File: config.mk
export PLATFORM = sky130hd
export DESIGN_NAME = sweep_ctrl
export DESIGN_NICKNAME = d
export VERILOG_FILES = /design/src/rtl/sweep_ctrl.sv
export SDC_FILE = /design/constraint.sdc
export NUM_CORES = 1
export LEC_CHECK = 0
export BUFFER_PORTS_ARGS = -buffer_cell sky130_fd_sc_hd__buf_2
export CAP_MARGIN = 25
export CORE_MARGIN = 2
export CORE_UTILIZATION = 42
export CTS_BUF_LIST = sky130_fd_sc_hd__clkbuf_4 sky130_fd_sc_hd__clkbuf_8 sky130_fd_sc_hd__clkbuf_16
export CTS_CLUSTER_DIAMETER = 100
export DETAILED_ROUTE_END_ITERATION = 8
export SLEW_MARGIN = 20
export SYNTH_ARGS = -nofsm -noshare
export SYNTH_HDL_FRONTEND = slang
export SYNTH_SLANG_ARGS = --single-unit
File: constraint.sdc
create_clock -name sysclk -period 7.95 [get_ports sysclk]
set_clock_uncertainty 0.1 [all_clocks]
set_input_delay 0 -clock sysclk [delete_from_list [all_inputs] [get_ports sysclk]]
set_output_delay 0 -clock sysclk [all_outputs]
set_load 0.02 [all_outputs]
File: src/rtl/sweep_ctrl.sv
// Sweep sequencer: steps the readout divider word from start to stop, settling and
// running one rd_start/rd_ready handshake per point, with per-phase timeout.
module sweep_ctrl #(
    parameter int CNT_W    = 20,
    parameter int SETTLE_W = 16,
    parameter int TMO_CYC  = 2_000_000
) (
    input  logic                sysclk,
    input  logic                rst,
    input  logic                go,
    input  logic                abort,
    input  logic [CNT_W-1:0]    cnt_start,
    input  logic [CNT_W-1:0]    cnt_stop,
    input  logic [CNT_W-1:0]    cnt_step,
    input  logic [SETTLE_W-1:0] settle,
    input  logic                rd_ready,
    output logic [CNT_W-1:0]    counter,
    output logic                rd_start,
    output logic                busy,
    output logic                done,
    output logic                err,
    output logic [15:0]         pt_idx
);

    localparam int TMO_W = (TMO_CYC > 1) ? $clog2(TMO_CYC) : 1;

    typedef enum logic [2:0] {
        S_IDLE,
        S_SETTLE,
        S_WAIT_RDY,
        S_WAIT_CLR,
        S_NEXT,
        S_DONE
    } state_t;

    state_t              r_state;
    logic [CNT_W-1:0]    r_counter;
    logic [CNT_W-1:0]    r_stop;
    logic [CNT_W-1:0]    r_step;
    logic [SETTLE_W-1:0] r_settle;
    logic [SETTLE_W-1:0] r_set_cnt;
    logic [TMO_W-1:0]    r_tmo;
    logic [15:0]         r_pt_idx;
    logic                r_rd_start;
    logic                r_busy;
    logic                r_done;
    logic                r_err;

    // Extra carry bit makes an overflowing step compare above any stop value.
    logic [CNT_W:0] w_sum;
    logic           w_last;
    logic           w_tmo_hit;

    assign w_sum     = {1'b0, r_counter} + {1'b0, r_step};
    assign w_last    = (r_step == '0) || (w_sum > {1'b0, r_stop});
    assign w_tmo_hit = (r_tmo == TMO_W'(TMO_CYC - 1));

    always_ff @(posedge sysclk or posedge rst) begin
        if (rst) begin
            r_state    <= S_IDLE;
            r_counter  <= '0;
            r_stop     <= '0;
            r_step     <= '0;
            r_settle   <= '0;
            r_set_cnt  <= '0;
            r_tmo      <= '0;
            r_pt_idx   <= '0;
            r_rd_start <= 1'b0;
            r_busy     <= 1'b0;
            r_done     <= 1'b0;
            r_err      <= 1'b0;
        end else if (abort && (r_state != S_IDLE)) begin
            r_rd_start <= 1'b0;
            r_busy     <= 1'b0;
            r_done     <= 1'b0;
            r_state    <= S_IDLE;
        end else begin
            case (r_state)
                S_IDLE: begin
                    if (go) begin
                        r_counter <= cnt_start;
                        r_pt_idx  <= '0;
                        r_busy    <= 1'b1;
                        r_err     <= 1'b0;
                        r_stop    <= cnt_stop;
                        r_step    <= cnt_step;
                        r_settle  <= settle;
                        r_set_cnt <= settle;
                        r_state   <= S_SETTLE;
                    end
                end
                S_SETTLE: begin
                    if (r_set_cnt != '0) begin
                        r_set_cnt <= r_set_cnt - SETTLE_W'(1);
                    end else begin
                        r_rd_start <= 1'b1;
                        r_tmo      <= '0;
                        r_state    <= S_WAIT_RDY;
                    end
                end
                S_WAIT_RDY: begin
                    if (rd_ready) begin
                        r_rd_start <= 1'b0;
                        r_tmo      <= '0;
                        r_state    <= S_WAIT_CLR;
                    end else if (w_tmo_hit) begin
                        r_err      <= 1'b1;
                        r_rd_start <= 1'b0;
                        r_busy     <= 1'b0;
                        r_done     <= 1'b1;
                        r_state    <= S_DONE;
                    end else begin
                        r_tmo <= r_tmo + TMO_W'(1);
                    end
                end
                S_WAIT_CLR: begin
                    if (!rd_ready) begin
                        r_state <= S_NEXT;
                    end else if (w_tmo_hit) begin
                        r_err   <= 1'b1;
                        r_busy  <= 1'b0;
                        r_done  <= 1'b1;
                        r_state <= S_DONE;
                    end else begin
                        r_tmo <= r_tmo + TMO_W'(1);
                    end
                end
                S_NEXT: begin
                    if (w_last) begin
                        r_busy  <= 1'b0;
                        r_done  <= 1'b1;
                        r_state <= S_DONE;
                    end else begin
                        r_counter <= w_sum[CNT_W-1:0];
                        r_pt_idx  <= r_pt_idx + 16'd1;
                        r_set_cnt <= r_settle;
                        r_state   <= S_SETTLE;
                    end
                end
                S_DONE: begin
                    // A low go level is required before another sweep can start.
                    if (!go) begin
                        r_done  <= 1'b0;
                        r_state <= S_IDLE;
                    end
                end
                default: r_state <= S_IDLE;
            endcase
        end
    end

    assign counter  = r_counter;
    assign rd_start = r_rd_start;
    assign busy     = r_busy;
    assign done     = r_done;
    assign err      = r_err;
    assign pt_idx   = r_pt_idx;

endmodule
==> impl_results.md <==
* Status: finished, final reports clean
* Chip width at 143 µm
* Final worst-path cycle share at around 72%
* CP max stage cell: nor2_2
* Count leader, synth: nand2_1
* CTS Buffer Depth at 2
* Number of max-cap violations at 0
* Share of cells above drive strength 1 at approximately 17%
* DP Cell Count at around 1300
* CTS tree: built
* Initial antenna violation count at 0
* Arr. time, crit path at approximately 5.9 ns
* Clk slew on worst S/H paths at 0.06 ns
* Global Route Usage Sum at a little under a quarter
* Worst slew pin tran at about 1 ns
* CTS buffer count at 17
* Top post-synthesis cells by area: dfrtp_1 (42%), nand2_1 (9.5%), ha_1 (6.8%), a21oi_1 (3.6%), o21ai_0 (3.3%)
* Clock Latency Late Sink at 0.42 ns
* Vias per cell at roughly 5.4
* Crit start category: flip-flop
* Synth Cell Area at about 8100 µm²
* Clk sinks at roughly 140
* Core Box Area at 18900 µm²
* Final HPWL DP at ~16000 µm
* I/O pin count at roughly 120
* Final setup vio count at 0
* Row cnt at 50
* DIE HEIGHT at 143 µm
* Worst-path cell chain: ha_1 > a211oi_1 > o21ai_0 > a211oi_1 > o211ai_1 > a31o_2 > a21oi_1 > xnor2_1 > ha_1 > a2111oi_0 > nand4_1 > a2111oi_4 > a31oi_4 > nor2_2 > mux2_2
* CP max FO at 19
* First-pass GRT wire length at 37300 µm
* Post-Layout Cell Count at 1392
* Post_cts resized at 0
* 1st-iter DRT viols at 500
* H-tree levels at 4
* Relative slew margins at between 30% and 40%
* Diode count at 0
* Vias at ~7500
* Async SR Flop Fraction at between 90% and 100%
* PnR Total Power at approximately 4.3 mW
* Nets at ~1200
* Pre-CTS setup slack at 2.33 ns
* Worst Path Required at around 8.2 ns
* Synthesized area per cell at about 8.7 µm²
* Largest net degree at the start of global routing at about 90
* Slew Limit Fails at 0
* YS warnings at 0
* GPL Wtd Cong at approximately 0.99
* Die area at approximately 20000 µm²
* Routed WL at 23100 µm
* Post-synthesis cell type count at 73
* FF+latch count, synth at between 100 and 150
* Gate Count Post-Synth at roughly 940
* Synth top cells by count: nand2_1 (207), dfrtp_1 (136), a21oi_1 (59)
* Setup CP Type: flip-flop to flip-flop
* Top_reg_cell synth: dfrtp_1
* DR pass1 iterations at 5
* Worst Hold Class: input pin to asynchronous set/reset pin
* Routed WL per cell at between 15 and 20 µm
* DRC at 0
* Number of synthesized flops with an enable pin at 0
* Top-area cell type share of the netlist area at 41.8%
* Final TNS setup at 0 ns
* Vias in the first global route at 7217
* Unrepaired setup endpoints after global routing: no
* Fillers at ~1800
* Initial core utilization at a little over two fifths
* Register area share after synthesis at 41.8%
* Peak per-stage delay on the critical path at between 0.7 and 0.8 ns
* Syn Nets at ~1100
* Largest area contributor in the netlist: dfrtp_1
* Final Hold Viols at 0
* I/O Buffers at between 100 and 150
* P&R area growth vs syn at 26.9%
* Fmax at ~170 MHz
* Worst setup margin at 2.22 ns
* Antenna Violating Nets Remaining at 0
* Crit path time final at around 5.7 ns
* CP endpoint kind: flip-flop
* Worst VDD drop at between 0.0002 and 0.00025 V
* Leak at ~4.8 nW
* Power per cell area at approximately 410 nW/µm²
* Remaining global-route overflow at 0
* Root buffer cell: clkbuf_16
==> worst max-delay path, delay by kind of cell, from the launching register on <==
kind                       cells  cell delay (ns)
AOI/OAI and AO/OA              9             3.05
xor gates and xnor gates       1             0.11
muxes                          1             0.41
DFF                            1             0.43
and+or+nand+nor                2             0.99
adders and majority gates      2             0.52
==> cells in the final DEF (no fill, tap or decap), types with 21 or more instances in the layout <==
cell	instances
ha_1	44
a21oi_1	59
nor4_1	22
dlygate4sd3_1	81
inv_1	31
nand2_1	207
dfrtp_1	136
o21ai_0	53
xor2_1	21
nor2_1	56
buf_2	120
==> area by class of cell <==
| cell class | instances | area, µm² | share of cell area [%] |
|---|---|---|---|
| repair buffers | 210 | 1480 | 14.3 |
| clock inverters | 5 | 50.0 | 0.484 |
| clock buffers | 23 | 483 | 4.67 |
| inverters | 33 | 129 | 1.25 |
| well taps | 260 | 325 | 3.15 |
| multi-input cells | 725 | 4470 | 43.2 |
| flip-flops and latches | 136 | 3400 | 32.9 |
==> report_power, final <==
part           switching (mW)  internal [mW]  total, mW
registers               0.208          0.931       1.14
logic                    1.42          0.960       2.38
clock network           0.282          0.450      0.733
==> metal layers <==
layer,track usage (%),part of all wire [%]
met1,33.2,49
met2,35.0,43
met3,5.66,6.2
met4,6.35,1.4
met5,0,0
==> cell families (layout without fill, tap and decap cells) <==
group           count (synthesis)  count (layout)  share of synthesized area, %
flops                         136             136                          41.8
buf+inv                        76             271                          3.73
mux                            12              12                          1.55
simple gates                  405             405                          23.2
compound gates                226             226                          18.7
fa+ha+maj                      45              45                          7.00
xor+xnor                       37              37                          3.98
==> state kept, by name, indices dropped and copies added (netlist names), 3 cells and up <==
name	flops
counter	20
r_tmo	21
r_step	20
r_set_cnt	16
r_stop	20
pt_idx	16
r_state	3
r_settle	16
==> worst paths after layout <==
kind	from	to	slack, ns	depth (start not counted)
max reg2reg	counter[1]	counter[4]	2.22	15
max in group asynchronous	rst	r_tmo[18]	6.33	4
min reg2reg	r_settle[2]	r_settle[2]	0.38	2
min in group sysclk	cnt_step[14]	r_step[14]	0.21	4
max	counter[1]	counter[4]	2.22	15
min	rst	r_stop[5]	0.11	3
==> what timing repair did <==
item                                   CTS  global route
setup buffers                            0             0
endpoints found under the hold margin  166             0
hold buffers                            81             0
==> stage by stage <==
stage / area (µm²) / hold slack, ns / utilization [%]
floorplan: 8150 / 0.00544 / -
global placement: 8980 / 0.0549 / 47.5
detailed placement: 8990 / 0.0532 / 47.6
CTS: 10300 / 0.153 / 54.7
global route: 10300 / 0.194 / 54.7
finish: 10300 / 0.107 / 54.7
No activity file was read; power rests on OpenSTA's default activity.
